`src/rtl/mem_pkg.sv`:
```
// Shared encodings for the memory-access stage: access sizes, FSM states, lane geometry.
package mem_pkg;

  localparam int LANES  = 4;
  localparam int LANE_W = 8;

  localparam logic [1:0] SZ_BYTE = 2'd0;
  localparam logic [1:0] SZ_HALF = 2'd1;
  localparam logic [1:0] SZ_WORD = 2'd2;

  typedef enum logic [1:0] {
    S_IDLE   = 2'd0,
    S_REQ    = 2'd1,
    S_WAIT_R = 2'd2
  } state_t;

endpackage

```
`src/rtl/mem_align.sv`:
```
// Combinational lane steering: byte enables and replicated store data on the way out,
// lane extraction and sign/zero extension of load data on the way back.
module mem_align
  import mem_pkg::*;
(
  input  logic [1:0]       i_size,
  input  logic [1:0]       i_a_lo,
  input  logic             i_unsigned,
  input  logic [31:0]      i_wdata,
  input  logic [31:0]      i_rdata,
  output logic [LANES-1:0] o_be,
  output logic [31:0]      o_wdata,
  output logic [31:0]      o_rdata_ext
);

  logic [31:0] w_byte_sh;
  logic [31:0] w_half_sh;

  // Misaligned halves/words ignore the low address bits, so only a[1] picks the half lane.
  assign w_byte_sh = i_rdata >> {i_a_lo, 3'b000};
  assign w_half_sh = i_rdata >> {i_a_lo[1], 4'b0000};

  // Store side: byte enables and lane-replicated write data.
  always_comb begin
    o_be    = {LANES{1'b1}};
    o_wdata = i_wdata;
    case (i_size)
      SZ_BYTE: begin
        o_be    = 4'b0001 << i_a_lo;
        o_wdata = {4{i_wdata[7:0]}};
      end
      SZ_HALF: begin
        o_be    = i_a_lo[1] ? 4'b1100 : 4'b0011;
        o_wdata = {2{i_wdata[15:0]}};
      end
      default: begin
        o_be    = 4'b1111;
        o_wdata = i_wdata;
      end
    endcase
  end

  // Load side: extract the addressed lane and extend; words ignore i_unsigned.
  always_comb begin
    o_rdata_ext = i_rdata;
    case (i_size)
      SZ_BYTE: o_rdata_ext = {{24{w_byte_sh[7] & ~i_unsigned}}, w_byte_sh[7:0]};
      SZ_HALF: o_rdata_ext = {{16{w_half_sh[15] & ~i_unsigned}}, w_half_sh[15:0]};
      default: o_rdata_ext = i_rdata;
    endcase
  end

endmodule

```
`src/rtl/mem_stage.sv`:
```
// Memory-access stage: req/gnt/rvalid data-memory handshake and one writeback record per
// accepted instruction. Optional misalignment trap under `MEM_MISALIGN_TRAP_EN.
module mem_stage
  import mem_pkg::*;
#(
  parameter int AW = 32,
  parameter int DW = 32
) (
  input  logic          clk,
  input  logic          rst,
  input  logic          ex_valid,
  output logic          ex_ready,
  input  logic          mem_rd,
  input  logic          mem_wr,
  input  logic [1:0]    mem_size,
  input  logic          mem_unsigned,
  input  logic [AW-1:0] aluresult,
  input  logic [DW-1:0] dreg,
  input  logic [4:0]    rd_in,
  output logic          dmem_req,
  output logic          dmem_we,
  output logic [AW-1:0] dmem_addr,
  output logic [DW-1:0] dmem_wdata,
  output logic [3:0]    dmem_be,
  input  logic          dmem_gnt,
  input  logic          dmem_rvalid,
  input  logic [DW-1:0] dmem_rdata,
  output logic          wb_valid,
  output logic          wb_wen,
  output logic [4:0]    wb_rd,
  output logic [DW-1:0] wb_data,
  output logic          exc_misalign
);

  state_t        r_state;
  state_t        w_state_nxt;
  logic          r_req;
  logic          r_we;
  logic [AW-1:0] r_addr;
  logic [DW-1:0] r_wdata;
  logic [3:0]    r_be;
  logic [1:0]    r_size;
  logic          r_unsigned;
  logic [1:0]    r_a_lo;
  logic          r_wb_valid;
  logic          r_wb_wen;
  logic [4:0]    r_wb_rd;
  logic [DW-1:0] r_wb_data;
  logic          r_exc;

  logic          w_idle;
  logic          w_accept;
  logic          w_is_mem;
  logic          w_trap;
  logic [1:0]    w_al_size;
  logic [1:0]    w_al_a_lo;
  logic          w_al_unsigned;
  logic [3:0]    w_be;
  logic [DW-1:0] w_wdata;
  logic [DW-1:0] w_rdata_ext;

  assign w_idle   = (r_state == S_IDLE);
  assign w_accept = ex_valid & w_idle;
  assign w_is_mem = mem_rd | mem_wr;

`ifdef MEM_MISALIGN_TRAP_EN
  assign w_trap = (mem_size == SZ_HALF && aluresult[0]) ||
                  (mem_size[1] && aluresult[1:0] != 2'b00);
`else
  assign w_trap = 1'b0;
`endif

  // The aligner sees live EX operands in IDLE (store path) and the captured ones afterwards (load path).
  assign w_al_size     = w_idle ? mem_size        : r_size;
  assign w_al_a_lo     = w_idle ? aluresult[1:0]  : r_a_lo;
  assign w_al_unsigned = w_idle ? mem_unsigned    : r_unsigned;

  mem_align u_align (
    .i_size      (w_al_size),
    .i_a_lo      (w_al_a_lo),
    .i_unsigned  (w_al_unsigned),
    .i_wdata     (dreg),
    .i_rdata     (dmem_rdata),
    .o_be        (w_be),
    .o_wdata     (w_wdata),
    .o_rdata_ext (w_rdata_ext)
  );

  // Next-state logic for the bus handshake.
  always_comb begin
    w_state_nxt = r_state;
    case (r_state)
      S_IDLE: begin
        if (w_accept && w_is_mem && !w_trap) w_state_nxt = S_REQ;
        else                                 w_state_nxt = S_IDLE;
      end
      S_REQ: begin
        if (dmem_gnt) w_state_nxt = r_we ? S_IDLE : S_WAIT_R;
        else          w_state_nxt = S_REQ;
      end
      S_WAIT_R: begin
        if (dmem_rvalid) w_state_nxt = S_IDLE;
        else             w_state_nxt = S_WAIT_R;
      end
      default: w_state_nxt = S_IDLE;
    endcase
  end

  // State register, bus request registers and the writeback record.
  always_ff @(posedge clk) begin
    if (rst) begin
      r_state    <= S_IDLE;
      r_req      <= 1'b0;
      r_we       <= 1'b0;
      r_addr     <= '0;
      r_wdata    <= '0;
      r_be       <= 4'b0000;
      r_size     <= 2'b00;
      r_unsigned <= 1'b0;
      r_a_lo     <= 2'b00;
      r_wb_valid <= 1'b0;
      r_wb_wen   <= 1'b0;
      r_wb_rd    <= 5'd0;
      r_wb_data  <= '0;
      r_exc      <= 1'b0;
    end else begin
      r_state    <= w_state_nxt;
      r_wb_valid <= 1'b0;
      r_wb_wen   <= 1'b0;
      r_exc      <= 1'b0;
      case (r_state)
        S_IDLE: begin
          if (w_accept) begin
            r_wb_rd    <= rd_in;
            r_size     <= mem_size;
            r_unsigned <= mem_unsigned;
            r_a_lo     <= aluresult[1:0];
            if (!w_is_mem) begin
              r_wb_valid <= 1'b1;
              r_wb_wen   <= 1'b1;
              r_wb_data  <= aluresult;
            end else if (w_trap) begin
              r_wb_valid <= 1'b1;
              r_exc      <= 1'b1;
              r_wb_data  <= aluresult;
            end else begin
              r_req   <= 1'b1;
              r_we    <= mem_wr;
              r_addr  <= {aluresult[AW-1:2], 2'b00};
              r_be    <= w_be;
              r_wdata <= w_wdata;
            end
          end
        end
        S_REQ: begin
          if (dmem_gnt) begin
            r_req <= 1'b0;
            r_we  <= 1'b0;
            if (r_we) r_wb_valid <= 1'b1;
          end
        end
        S_WAIT_R: begin
          if (dmem_rvalid) begin
            r_wb_valid <= 1'b1;
            r_wb_wen   <= 1'b1;
            r_wb_data  <= w_rdata_ext;
          end
        end
        default: r_req <= 1'b0;
      endcase
    end
  end

  assign ex_ready     = w_idle;
  assign dmem_req     = r_req;
  assign dmem_we      = r_we;
  assign dmem_addr    = r_addr;
  assign dmem_wdata   = r_wdata;
  assign dmem_be      = r_be;
  assign wb_valid     = r_wb_valid;
  assign wb_wen       = r_wb_wen;
  assign wb_rd        = r_wb_rd;
  assign wb_data      = r_wb_data;
  assign exc_misalign = r_exc;

endmodule

```
`config.mk`:
```
export PLATFORM = sky130hd
export DESIGN_NAME = mem_stage
export DESIGN_NICKNAME = d
export VERILOG_FILES = /design/src/rtl/mem_pkg.sv /design/src/rtl/mem_align.sv /design/src/rtl/mem_stage.sv
export SDC_FILE = /design/constraint.sdc
export NUM_CORES = 1
export LEC_CHECK = 0
export CAP_MARGIN = 5
export CORE_AREA = 2 2 119 121
export CTS_CLUSTER_DIAMETER = 120
export DETAILED_ROUTE_END_ITERATION = 10
export DIE_AREA = 0 0 121 123
export HOLD_SLACK_MARGIN = 0.03
export PLACE_DENSITY = 0.76
export SLEW_MARGIN = 40
export SYNTH_ARGS = -nofsm -noshare
export SYNTH_HDL_FRONTEND = slang
export SYNTH_SLANG_ARGS = --single-unit
```
`constraint.sdc`:
```
create_clock -name clk -period 2.52 [get_ports clk]
set_input_delay 0.504 -clock clk [delete_from_list [all_inputs] [get_ports clk]]
set_output_delay 0.504 -clock clk [all_outputs]
set_load 0.05 [all_outputs]
```
== Yosys cells after proc, flatten, opt, wreduce, memory -nomap -nowiden ==
Cells that the tools add are included.

* Bits in registers: 114
* Bits in latches: 0
* Memory bits (writable): 0
* Bits in read-only memories: 0
* Bits of input ports: 111
* Output and inout port bits: 111
* Memories kept: 0

* Add/sub/neg operators: 0
* Multipliers: 0
* Div/mod/pow operators: 0
* $lt $le $gt $ge: 0
* Equal/unequal tests: 8
* Shift operators: 3
* Multiplexer cells: 30
* Bitwise operators: 6
* Reductions and logical operators: 10

{| class="wikitable"
|+ Operator list
! operator !! number
|-
| 32-bit case mux with 2 select lines || 3
|-
| 32-bit 2-to-1 mux || 3
|-
| 32-bit by 5-bit right shift with 16-bit output || 1
|-
| 32-bit by 5-bit right shift with 8-bit output || 1
|-
| 1-bit 2-to-1 mux || 12
|-
| 4-bit AND reduction || 3
|-
| 2-bit 2-to-1 mux || 5
|-
| 4-bit case mux with 2 select lines || 1
|-
| 2-bit != test (second input constant) || 3
|-
| 1-bit case mux with 3 select lines || 2
|-
| 2-bit case mux with 3 select lines || 1
|-
| 2-bit by 1-bit equality test with 1-bit output (second input constant) || 2
|-
| 2-bit logical NOT || 2
|-
| 4-bit 2-to-1 mux || 1
|-
| 2-bit by 1-bit != test with 1-bit output (second input constant) || 2
|-
| 1-bit case mux with 2 select lines || 2
|-
| 2-bit nonzero test || 2
|-
| 1-bit by 2-bit << shifter with 4-bit output (first input constant) || 1
|-
| 1-bit AND || 3
|-
| 3-bit AND reduction || 1
|-
| 2-bit equality test (second input constant) || 1
|-
| 1-bit NOT || 2
|-
| 2-bit AND reduction || 1
|-
| 1-bit logical AND || 1
|-
| 1-bit OR || 1
|}

== Longest topological paths before layout ==
Gate-level depths: netlist of run 1.

* Word-level depth: 7
* Gate-level depth with buffers: 11
* Depth with buffers taken out: 7

== Modules after synthesis ==
From an unflattened synthesis of run 1, not the netlist that was laid out.

* Cells, all modules: 757
* Area, all modules: 6,272.3 um^2

{| class="wikitable"
|+ By module, submodules not included
! module !! instances !! cells an instance !! area an instance (um^2) !! seq. area each (um^2)
|-
| mem_stage || 1 || 569 || 5,013.6 || 2,282.2
|-
| mem_align || 1 || 188 || 1,258.7 || 0.0
|}

== Least setup slack after synthesis of run 1 ==
Ideal clock, no wire load.

* Kind: register -> register
* Start point: register r_state[1]
* End point: register r_wb_data[16] (netlist: wb_data[16])
* Library setup time: 0.122 ns
* Data arrival time: 2.244 ns
* Setup slack: 0.154 ns
* Cell stages (with the launch flop): 11
* Clock period less this slack: 2.366 ns
* Cell sequence: dfxtp_1 or2_1 buf_6 inv_4 mux2i_4 mux2i_1 a211o_1 buf_6 o311ai_4 buf_6 a221o_1

* Longest elaborated chain between the ends: 7
* Elaborated cells on any way between the ends: 21

{| class="wikitable"
|+ Ends and longest elaborated chain
! item !! RTL line !! text
|-
| start, declared || mem_stage.sv:35 || <nowiki>state_t r_state;</nowiki>
|-
| start signal, assigned || mem_stage.sv:127 || <nowiki>r_state <= w_state_nxt;</nowiki>
|-
| 2-bit logical NOT || mem_stage.sv:62, mem_stage.sv:131 ||
|-
| 2-bit 2-to-1 mux / 1-bit 2-to-1 mux (equally long branches) || mem_stage.sv:75, mem_stage.sv:76 ||
|-
| 32-bit by 5-bit right shift with 16-bit output (tied with other cells) || mem_align.sv:21 || <nowiki>assign w_half_sh = i_rdata >> {i_a_lo[1], 4'b0000};</nowiki>
|-
| 1-bit AND, on equally long branches || mem_align.sv:48, mem_align.sv:47 ||
|-
| 32-bit case mux with 2 select lines || mem_align.sv:46 || <nowiki>case (i_size)</nowiki>
|-
| 32-bit 2-to-1 mux || mem_stage.sv:163 || <nowiki>if (dmem_rvalid) begin</nowiki>
|-
| 32-bit case mux with 2 select lines || mem_stage.sv:131 || <nowiki>case (r_state)</nowiki>
|-
| end signal, assigned || mem_stage.sv:141 || <nowiki>r_wb_data <= aluresult;</nowiki>
|-
| end signal, assigned || mem_stage.sv:145 || <nowiki>r_wb_data <= aluresult;</nowiki>
|-
| end signal, assigned || mem_stage.sv:166 || <nowiki>r_wb_data <= w_rdata_ext;</nowiki>
|-
| end, declared || mem_stage.sv:48 || <nowiki>logic [DW-1:0] r_wb_data;</nowiki>
|}

Parallel ways exist; a longest one is shown, timed or not. The select of a mux whose other input is x is not followed.
A chain may end at the register's enable or synchronous reset.

== Final worst setup path of run 1 ==
* Start point: register r_state[1]
* End point: register r_wb_data[15] (netlist: wb_data[15])

* Longest elaborated chain between the ends: 7
* Elaborated cells on any way between the ends: 20

{| class="wikitable"
|+ Ends and longest elaborated chain
! item !! RTL line !! text
|-
| 2-bit logical NOT || mem_stage.sv:62, mem_stage.sv:131 ||
|-
| 2-bit 2-to-1 mux / 1-bit 2-to-1 mux (equally long branches) || mem_stage.sv:75, mem_stage.sv:76 ||
|-
| 32-bit by 5-bit right shift with 8-bit output / 1-bit NOT (equally long branches) || mem_align.sv:20, mem_align.sv:47 ||
|-
| 1-bit AND || mem_align.sv:47 || <nowiki>SZ_BYTE: o_rdata_ext = {{24{w_byte_sh[7] & ~i_unsigned}}, w_byte_sh[7:0]};</nowiki>
|-
| 32-bit case mux with 2 select lines || mem_align.sv:46 ||
|-
| 32-bit 2-to-1 mux || mem_stage.sv:163 ||
|-
| 32-bit case mux with 2 select lines || mem_stage.sv:131 ||
|}

Parallel ways exist; a longest one is shown, timed or not. The select of a mux whose other input is x is not followed.

==> results of run 1 <==
cells in the mapped netlist (all sizes together), types with 4 or more instances:
| master | count | area share, % |
|---|---|---|
| nand2 | 134 | 9.7 |
| a222oi | 8 | 1.5 |
| dfxtp | 114 | 44 |
| buf | 18 | 2.3 |
| clkbuf | 37 | 2.7 |
| and3 | 16 | 1.9 |
| a311oi | 23 | 3.9 |
| a22oi | 8 | 1.2 |
| o21ai | 20 | 1.9 |
| a211oi | 13 | 2.0 |
| a21oi | 76 | 7.3 |
| a21o | 4 | 0.58 |
| nand2b | 5 | 0.60 |
| o21a | 16 | 2.3 |
| nor3 | 5 | 0.48 |
| mux2i | 20 | 4.1 |
| inv | 4 | 0.34 |
| a221o | 24 | 4.6 |
| o221a | 7 | 1.5 |
| nor2 | 52 | 3.9 |
cell type report:
type / count / area [µm²] / area share (%)
clock buffers: 19 / 433 / 5.11
clock inverters: 12 / 165 / 1.95
inverters: 4 / 17.5 / 0.207
multi-input cells: 453 / 2680 / 31.6
flip-flops and latches: 114 / 2280 / 26.9
well taps: 180 / 225 / 2.66
repair buffers: 274 / 2670 / 31.5
registers in the layout, indices dropped and copies added, names as in the netlist, 2 cells and up:
name / cells
dmem_addr: 30
dmem_be: 4
dmem_wdata: 32
r_a_lo: 2
r_size: 2
r_state: 2
wb_data: 32
wb_rd: 5
per-layer routing:
layer	vias to the layer above	global-route usage (%)	share of wire (%)
met5	-	0	0
met4	0	12.0	2.9
met3	36	9.41	10
met2	278	41.7	47
met1	2675	29.7	40
li1	2747	-	-
stage by stage:
| step | total power [mW] | utilization, % | setup TNS [ns] | area, µm² |
|---|---|---|---|---|
| finish | 6.05 | 62.3 | 0 | 8480 |
| global route | 6.28 | 62.3 | 0 | 8480 |
| CTS | 6.08 | 62.1 | 0 | 8450 |
| detailed placement | 3.60 | 57.7 | -2.88 | 7860 |
| global placement | 3.58 | 57.7 | -1.89 | 7860 |
| floorplan | 2.93 | - | 0 | 5210 |
worst reg2reg max path: stages, from the launching register on:
cell and delay, ns:
dfxtp_1 0.30, or2_1 0.27, inv_4 0.16, mux2i_2 0.36
mux2i_1 0.38, nor2_1 0.11, a2111oi_0 0.47, a211oi_1 0.14
cell families (layout without fill, tap and decap cells):
kind of cell,Yosys count,in the layout,share of synthesized area [%]
flip-flops,114,114,43.9
other,1,3,0.0721
AND/OR/NAND/NOR,222,222,17.9
AO/OA/AOI/OAI,206,206,28.3
multiplexers,22,22,4.52
buffers and inverters,59,309,5.32
how the worst max path moves through the flow:
stage / slack [ns] / from / to / cells past startpoint
final: 0.20 / r_state[1] / wb_data[15] / 7
after floorplan: 0.15 / r_state[1] / wb_data[16] / 10
after CTS: 0.10 / r_state[1] / wb_data[15] / 7
after global routing: 0.03 / r_state[1] / wb_data[15] / 7
after global placement: -0.14 / aluresult[0] / wb_data[20] / 8
after detailed placement: -0.16 / aluresult[0] / wb_data[20] / 8
timing repair:
item / 4_1_cts / 5_1_grt
resized for setup: 0 / 1
endpoints found under the hold margin: 0 / 0
hold buffers: 0 / 0
setup endpoints to repair: 0 / 1
setup buffers: 0 / 0
power by group through the flow:
stage | combinational (mW) | sequential (mW) | clock [mW]
finish | 1.57 | 2.00 | 2.47
global route | 1.67 | 2.02 | 2.59
CTS | 1.57 | 2.00 | 2.51
detailed placement | 1.56 | 2.04 | 0
global placement | 1.55 | 2.04 | 0
floorplan | 0.491 | 2.44 | 0
==> results.json, run 1 <==
{
  "outcome": "finished, final reports clean",
  "gp_congestion": 0.861,
  "fin_crit_sh_pct": 92.1,
  "clock_skew_ns": 0.00503,
  "setup-violations-final": 0,
  "syn_area_per_cell_um2": 8.34,
  "cts_inserted_buffers": 17,
  "power.share.switching_pct": 30.7,
  "fmax_mhz": 431,
  "internal-power_mw": 4.19,
  "powerDensity_nw_per_um2": 713,
  "rows": 43,
  "crit_fanout": 12,
  "final_cells": 1056,
  "tightest_slew_ns": 0.755,
  "whs_path_depth": 2,
  "post_drt_wl_per_cell_um": 17.9,
  "crit_arrival_ns": 2.61,
  "rsz0062_at_grt": "no",
  "route.vias.total": 5736,
  "cts_buffer_depth": 2,
  "critPathMaxStageDelay_ns": 0.47,
  "worst-setup-path-type": "register to register",
  "pwr-share-comb_pct": 26.0,
  "synth_cell_types": 43,
  "grt_max_degree": 75,
  "hold_path.class": "primary input to register",
  "reg2reg_depth": 7,
  "cap_violations": 0,
  "drc_errors": 0,
  "finalWorstSetupSlack_ns": 0.199,
  "boundaryPins": 222,
  "area_growth_pct": 63.0,
  "initial_core_util_pct": 38.2,
  "drive_above_1_share_pct": 12.1,
  "grt-ovfl-total": 0,
  "design.core.area_um2": 13600,
  "antenna_left": 0,
  "dieArea_um2": 14900,
  "synth_edf_count": 0,
  "cp.required_ns": 2.81,
  "maxSlewViolCount": 0,
  "hold_slack_ns": 0.420,
  "hold_end": "dmem_be[0]",
  "dr.pass1.iters": 8,
  "rr_startpoint": "r_state[1]",
  "startpoint_type": "register",
  "finalHoldViolCount": 0,
  "io_buffers": 218,
  "die_x_um": 121,
  "cp_slowest_cell": "a2111oi_0",
  "synth-seq-area-share_pct": 43.9,
  "max-vdd-ir-drop_mv": 0.427,
  "root_buffer": "clkbuf_16",
  "crit_family": "multiplexers",
  "endpoint_kind": "register",
  "pwr-share-seq_pct": 33.1,
  "placedCellCount": 1024,
  "synthArstFlopShare_pct": 0,
  "p_clk_share_pct": 40.9,
  "final_common_cell": "clkdlybuf4s50_1",
  "slew_headroom_pct": 49.5,
  "routed_wl_um": 18900,
  "rrSetupSlack_ns": 0.20,
  "finalCriticalPeriod_ns": 2.32,
  "p_leak_nw": 3.28,
  "cts.clk_slew.worst_paths_ns": 0.06,
  "dieHeight_um": 123,
  "preCtsSetupSlack_ns": -0.160,
  "clk_latency_ns": 0.42,
  "hpwl_um": 13700,
  "hp-start": "rst",
  "clock-sinks": 114,
  "via_per_inst": 5.43,
  "drtIter0Drc": 465,
  "fillers": 1165,
  "n_antenna_cell": 0,
  "cts_tree": "yes",
  "grt_pass1_wl_um": 29200,
  "htree_levels": 4,
  "syn_area_um2": 5200,
  "synth-main-ff-cell": "dfxtp_1",
  "antenna_found_initial": 0,
  "yosysWarnings": 0,
  "worst-path-buf-inv": 1,
  "path_cells": "or2_1 > inv_4 > mux2i_2 > mux2i_1 > nor2_1 > a2111oi_0 > a211oi_1",
  "r2r_end": "wb_data[15]",
  "synth-seq-cells": 114,
  "netlist_instances": 624,
  "grt_use_total_pct": 25.5,
  "grt_pass1_vias": 5501,
  "final_cell_mix": "clkdlybuf4s50_1 (216), nand2_1 (134), dfxtp_1 (114)",
  "nets": 975,
  "p_sw_mw": 1.86
}
Power figures use the tool's default switching activity.
==> inputs of run 2 (changes only) <==
--- a/config.mk
+++ b/config.mk
@@ -6,13 +6,14 @@
 export NUM_CORES = 1
 export LEC_CHECK = 0
 export CAP_MARGIN = 5
-export CORE_AREA = 2 2 119 121
+export CORE_AREA = 2 2 113 115
 export CTS_CLUSTER_DIAMETER = 120
 export DETAILED_ROUTE_END_ITERATION = 10
-export DIE_AREA = 0 0 121 123
+export DIE_AREA = 0 0 115 117
 export HOLD_SLACK_MARGIN = 0.03
-export PLACE_DENSITY = 0.76
+export PLACE_DENSITY = 0.8
 export SLEW_MARGIN = 40
 export SYNTH_ARGS = -nofsm -noshare
 export SYNTH_HDL_FRONTEND = slang
 export SYNTH_SLANG_ARGS = --single-unit
+export TNS_END_PERCENT = 50
==> constraint.sdc (replaced) <==
create_clock -name clk -period 2.4 [get_ports clk]
set_input_delay 0.48 -clock clk [delete_from_list [all_inputs] [get_ports clk]]
set_output_delay 0.48 -clock clk [all_outputs]
set_load 0.05 [all_outputs]
==> run 2 against run 1 <==
Effect of this change: global-route usage is 2.6 points higher; setup slack lost 0.11 ns; register-to-register slack lost 0.11 ns; die area decreased by 9.6%; largest cell class unchanged; count of clock-buffer cells in the layout rose by 3; clock power barely moved; combinational power is 7% higher; critical path type unchanged; clock skew increased by 0.0027 ns; power is 3.8% higher.
==> results.json, run 2 (synthesized netlist as in run 1, its figures left out) <==
{
  "finalWorstSetupSlack_ns": 0.0923,
  "routed_wl_um": 19500,
  "cp_slowest_cell": "a221o_1",
  "grt_pass1_vias": 5667,
  "p_clk_share_pct": 39.6,
  "preCtsSetupSlack_ns": -0.317,
  "fin_crit_sh_pct": 96.2,
  "drc_errors": 0,
  "cts_tree": "yes",
  "fmax_mhz": 433,
  "p_sw_mw": 1.98,
  "pwr-share-seq_pct": 33.6,
  "design.core.area_um2": 12300,
  "grt_max_degree": 82,
  "drtIter0Drc": 562,
  "cts.clk_slew.worst_paths_ns": 0.06,
  "worst-setup-path-type": "register to register",
  "route.vias.total": 5903,
  "p_leak_nw": 3.26,
  "antenna_found_initial": 0,
  "path_cells": "or2_1 > clkinv_4 > mux2i_4 > mux2i_1 > a211o_1 > o311ai_4 > a221o_1",
  "internal-power_mw": 4.29,
  "final_cell_mix": "clkdlybuf4s50_1 (216), nand2_1 (134), dfxtp_1 (114)",
  "clk_latency_ns": 0.41,
  "fillers": 964,
  "hold_path.class": "primary input to register",
  "final_common_cell": "clkdlybuf4s50_1",
  "grt-ovfl-total": 0,
  "post_drt_wl_per_cell_um": 18.9,
  "hpwl_um": 14200,
  "maxSlewViolCount": 0,
  "tns_ns": 0,
  "die_x_um": 115,
  "design_area_um2": 8470,
  "power.share.switching_pct": 31.6,
  "critPathMaxStageDelay_ns": 0.38,
  "setup-violations-final": 0,
  "boundaryPins": 222,
  "drive_above_1_share_pct": 12.3,
  "tightest_slew_ns": 0.766,
  "grt_pass1_wl_um": 29200,
  "cap_violations": 0,
  "startpoint_type": "register",
  "dieHeight_um": 117,
  "crit_family": "compound AO/OA/AOI/OAI gates",
  "dpl-instance-area_um2": 7830,
  "outcome": "finished, final reports clean",
  "max-vdd-ir-drop_mv": 0.458,
  "pwr-share-comb_pct": 26.8,
  "powerDensity_nw_per_um2": 741,
  "worst-path-buf-inv": 1,
  "cts_buffer_depth": 2,
  "crit_fanout": 10,
  "clock-sinks": 114,
  "grt_use_total_pct": 28.1,
  "crit_arrival_ns": 2.60,
  "rows": 41,
  "htree_levels": 4,
  "hold_slack_ns": 0.361,
  "gp_congestion": 0.881,
  "area_growth_pct": 62.9,
  "root_buffer": "clkbuf_16",
  "total_power_mw": 6.28,
  "cp.required_ns": 2.69,
  "finalHoldViolCount": 0,
  "finalCriticalPeriod_ns": 2.31,
  "nets": 975,
  "clock_skew_ns": 0.00776,
  "via_per_inst": 5.75,
  "cts_inserted_buffers": 17,
  "slew_headroom_pct": 48.7,
  "initial_core_util_pct": 42.2,
  "io_buffers": 218,
  "endpoint_kind": "register",
  "n_antenna_cell": 0,
  "dr.pass1.iters": 7,
  "antenna_left": 0,
  "dieArea_um2": 13500
}
[run 2: cell types whose count changed in the layout (fill, tap and decap cells not counted), sizes merged]
cell      previous run  this run
buf                 58        57
clkinvlp             2         3
bufinv               4         2
o311ai               1         2
clkbuf              19        22
inv                  4         3
[run 2: per-stage QoR]
step / cells / utilization [%]
5_1_grt: 1027 / 68.8
4_1_cts: 1027 / 68.5
6_report: 1027 / 68.8
3_3_place_gp: 994 / 63.6
2_1_floorplan: 626 / -
3_5_place_dp: 994 / 63.6
[run 2: metal layers]
metal  track usage (%)  wire (µm)
met5                 0          0
met4              12.9        515
met3              9.32       1960
met2              47.3       9460
met1              32.5       7520
[run 2: power by group through the flow]
stage          combinational, mW  sequential [mW]  clock [mW]
2_1_floorplan              0.516             2.56           0
3_3_place_gp                1.62             2.13           0
3_5_place_dp                1.65             2.14           0
4_1_cts                     1.67             2.11        2.51
6_report                    1.68             2.11        2.49
5_1_grt                     1.77             2.12        2.60
[run 2: layout make-up]
class / instances / area [µm²] / area share (%)
multi-input combinational: 454 / 2730 / 32.2
timing repair buffer: 273 / 2670 / 31.5
sequential: 114 / 2280 / 26.9
clock buffer: 22 / 474 / 5.60
tap: 150 / 188 / 2.22
clock inverter: 10 / 108 / 1.27
inverter: 4 / 20.0 / 0.236
[run 2: path summary, 6_finish.rpt]
path                 start       endpoint  slack [ns]  cells past startpoint
max             r_state[1]    wb_data[19]        0.09                      7
max reg2reg     r_state[1]    wb_data[19]        0.09                      7
min reg2reg  dmem_addr[13]  dmem_addr[13]        0.45                      2
min                    rst  dmem_addr[28]        0.36                      2
[run 2: repair_timing]
item	in CTS	in global routing
setup buffers	0	0
pin swaps	1	2
setup endpoints to repair	16	10
cloned	1	0
resized for setup	2	4
hold buffers	0	0
==> inputs of run 3 (changes only) <==
--- a/config.mk
+++ b/config.mk
@@ -10,7 +10,7 @@
 export CTS_CLUSTER_DIAMETER = 120
 export DETAILED_ROUTE_END_ITERATION = 10
 export DIE_AREA = 0 0 115 117
-export HOLD_SLACK_MARGIN = 0.03
+export HOLD_SLACK_MARGIN = 0.02
 export PLACE_DENSITY = 0.8
 export SLEW_MARGIN = 40
 export SYNTH_ARGS = -nofsm -noshare
==> results of run 3 <==
No change in the layout: final DEF, timing and power equal those of run 2.
==> variant 1, RTL diff (settings of run 3) <==
Encoding of `state_t`: now one-hot (3 bits for 3 states).
--- a/src/rtl/mem_pkg.sv
+++ b/src/rtl/mem_pkg.sv
@@ -8,10 +8,10 @@
   localparam logic [1:0] SZ_HALF = 2'd1;
   localparam logic [1:0] SZ_WORD = 2'd2;
 
-  typedef enum logic [1:0] {
-    S_IDLE   = 2'd0,
-    S_REQ    = 2'd1,
-    S_WAIT_R = 2'd2
+  typedef enum logic [2:0] {
+    S_IDLE   = 3'b001,
+    S_REQ    = 3'b010,
+    S_WAIT_R = 3'b100
   } state_t;
 
 endpackage
Behaviour: no difference found for any inputs over 4 cycles, from zero or initial values and one cycle with rst high; so few cycles prove little.
==> variant 1 against run 3 <==
  * Synthesized area is 3.9% higher
  * Power rose by 3.1%
  * Critical path type unchanged
  * Combinational power rose by 18%
  * Design area about the same
  * Setup slack lost 41 ps
  * Sequential cell count is 1 higher
  * Wire length grew 1.9%
  * Largest cell class unchanged
  * First-iteration DRC count is 11% higher
  * Clock skew rose by 2.1 ps
  * Utilization rose by 0.061 points
  * Fmax fell by 1.7%
==> variant 1: results (changes against run 3) <==
stage,metric,value,unit,change
run_status,run_status,finished clean,,
worst_setup_path,slowest_delay,450,ps,+70 ps
drt,via_count,6063,,+2.7%
power,p_leak,3.11,nW,-4.5%
drt,dr.first_iter.drc_count,626,,+11%
drt,wl_met2,9670,um,+2.2%
synthesis,synth_compound_area_share,30.0,%,+1.7 points
layout,drive_above_1_share,10.9,%,-1.4 points
drt,dr.pass1.iters,7,,unchanged
synthesis,synth-xor-area-share,0.162,%,+0.16 points
synthesis,synth_area_leader_cell,dfxtp_1,,
synthesis,netlist_top_cells_area,"dfxtp_1, nand2_1, a21oi_1",,
global_routing,grt_pass1_vias,5694,,+0.48%
layout,multi_input_area,2840,um2,+4.2%
global_routing,met3_usage,4.63,%,-4.7 points
global_routing,met1_usage,37.4,%,+4.9 points
synthesis,synth_cell_types,59,,+37%
power,p_switching,0.00216,W,+9.2%
layout,inverters,7,,+3
timing,worst_pin_slew,643,ps,-123 ps
layout,seq_area,2300,um2,+0.88%
layout,signal_buffers,254,,-7.0%
global_routing,grt_use_met2,46.8,%,-0.51 points
drt,wl_met1,8110,um,+7.8%
power,combPwrFrac,30.6,%,+3.8 points
power,power_combinational,0.00198,W,+18%
worst_setup_path,cpMaxStageDelayCell,or3b_1,,
synthesis,postSynthAreaPerCell,8.28,um2,-0.69%
timing,finClkSkew,9.85,ps,+2.09 ps
placement,dp_hpwl,14200,um,about the same
drt,wirelength,19800,um,+1.9%
hold_path,min_path_type,reg2reg,,
layout,n_fill_cell,996,,+3.3%
layout,clock_area_share,6.54,%,-0.33 points
synthesis,synthMuxAreaShare,3.89,%,-0.63 points
global_routing,grt_start_max_net_pins,52,,-37%
power,p_seq_share,33.2,%,-0.4 points
global_routing,antenna_found_initial,0,,unchanged
cts,cts_tree,done,,
layout,nClkBuffers,21,,-4.5%
layout,nFlopsAndLatches,115,,+0.88%
drt,wl_met3,1360,um,-30%
layout,multi_input_gates,480,,+5.7%
power,vdd_ir_drop_max,0.461,mV,+0.77%
worst_setup_path,crit_fanout,14,,+4
global_routing,grt_pass1_wl,29800,um,+2.3%
global_routing,grt_usage,28.9,%,+0.77 points
synthesis,synthTopCellsByCount,"nand2_1, dfxtp_1, a21oi_1",,
layout,antennaDiodeCount,0,,unchanged
layout,stdcell_count,1037,,+0.97%
cts,cts_resized,1,,-1
layout,buf_share,30.2,%,-1.3 points
placement,place_congestion,0.925,,+5.1%
layout,nets,986,,+1.1%
synthesis,synth_seq_area_share,42.6,%,-1.3 points
==> variant 1: final timing paths <==
| check | from | slack (ps) | endpoint |
|---|---|---|---|
| setup / recovery | r_state[1] | 50 | wb_data[6] |
| hold / removal | dmem_addr[26] | 450 | dmem_addr[26] |
| setup reg to reg | r_state[1] | 50 | wb_data[6] |
| hold reg to reg | dmem_addr[26] | 450 | dmem_addr[26] |
==> variant 1: per-stage QoR <==
| stage | setup TNS (ps) | utilization [%] | area (um2) | setup slack, ps |
|---|---|---|---|---|
| floorplan | -54.4 | - | 5410 | -20.7 |
| global placement | -242 | 63.7 | 7850 | -15.6 |
| detailed placement | -42.7 | 63.9 | 7870 | -29.6 |
| CTS | 0 | 68.7 | 8460 | 14.8 |
| global route | -120 | 68.9 | 8480 | -31.0 |
| finish | 0 | 68.9 | 8480 | 51.5 |
==> variant 2, RTL diff (flow settings as in run 3) <==
Without the edit above. The option `MEM_MISALIGN_TRAP_EN` is turned on by a define.
--- a/src/rtl/mem_stage.sv
+++ b/src/rtl/mem_stage.sv
@@ -1,5 +1,7 @@
 // Memory-access stage: req/gnt/rvalid data-memory handshake and one writeback record per
 // accepted instruction. Optional misalignment trap under `MEM_MISALIGN_TRAP_EN.
+`define MEM_MISALIGN_TRAP_EN
+
 module mem_stage
   import mem_pkg::*;
 #(
Formal check against the unedited RTL: not equivalent (a bounded check fails within 4 cycles, from zero or initial values and one cycle with rst high).
==> variant 2 against run 3 <==
  * Wire length grew 15%
  * Setup slack got worse by 59 ps
  * Clock power up 4%
  * Global-route usage is 4.4 points higher
  * Utilization grew 3.8 points
  * Count of clock-buffer cells in the layout fell by 3
  * Design area grew 5.5%
  * Synthesized area rose by 6.9%
  * Power increased by 3.4%
  * Cell count grew 6.7%
  * Sequential cell count rose by 1
  * Hold slack better by 91 ps
  * Fmax decreased by 2.5%
  * Critical endpoint is now wb_data[29]
==> variant 2: results (changes against run 3) <==
stage,metric,value,unit,change
run_status,run_status,finished clean,,
synthesis,synthMuxAreaShare,2.54,%,-2.0 points
layout,inverters,8,,+4
power,p_leak,3.40,nW,+4.1%
worst_setup_path,r2r_end,dmem_be[1],,
hold_path,min_from,dmem_addr[15],,
worst_setup_path,endpoint,wb_data[29],,
timing,slew_headroom,62.6,%,+14 points
worst_setup_path,r2r_setup_slack,130,ps,+40 ps
power,power_combinational,0.00177,W,+5%
global_routing,grt_usage,32.5,%,+4.4 points
drt,wl_per_cell,20.5,um,+8.2%
power,vdd_ir_drop_max,0.362,mV,-21%
placement,place_area,8300,um2,+6.0%
layout,drive_above_1_share,13.1,%,+0.79 points
synthesis,postSynthAreaPerCell,8.07,um2,-3.2%
worst_setup_path,cpMaxStageDelayCell,or4b_2,,
drt,dr.first_iter.drc_count,693,,+23%
drt,viasPerCell,6.00,,+4.4%
worst_setup_path,crit_fanout,8,,-2
layout,seq_area,2300,um2,+0.88%
hold_path,min_path_type,reg2reg,,
synthesis,netlist_top_cells_area,"dfxtp_1, nand2_1, a21oi_1",,
drt,via_count,6574,,+11%
worst_setup_path,reg2reg_from,r_state[0],,
layout,clock_area_share,6.75,%,-0.12 points
power,power.density,726,nW/um2,-2.0%
layout,utilization,72.6,%,+3.8 points
placement,place_congestion,0.938,,+6.5%
placement,numPortBuffers,219,,+0.46%
global_routing,grt_start_max_net_pins,47,,-43%
timing,fin_ws,32.8,ps,-59.5 ps
layout,nClkBuffers,19,,-14%
-- variant 2: cell count changes after synthesis, sizes merged, moves of 6 or more --
| cell | before | now |
|---|---|---|
| o2111a | 0 | 16 |
| mux2i | 20 | 7 |
| a311oi | 23 | 11 |
| o21ai | 20 | 32 |
| nand3 | 1 | 12 |
| nand2 | 134 | 144 |
| a211oi | 13 | 21 |
| a222oi | 8 | 0 |
| a22oi | 8 | 16 |
| a221o | 24 | 17 |
| nand2b | 5 | 12 |
| o221a | 7 | 0 |
| o211ai | 0 | 6 |
| o21a | 16 | 22 |
-- variant 2: routing by layer --
| layer | routed length [um] | share of wire, % | vias up | GRT usage, % |
|---|---|---|---|---|
| met1 | 8650 | 39 | 3132 | 38.9 |
| met3 | 2110 | 9.4 | 71 | 9.01 |
| met4 | 954 | 4.2 | 0 | 16.1 |
| met2 | 10700 | 48 | 381 | 54.0 |
| li1 | - | - | 2990 | - |
| met5 | 0 | 0 | - | 0 |
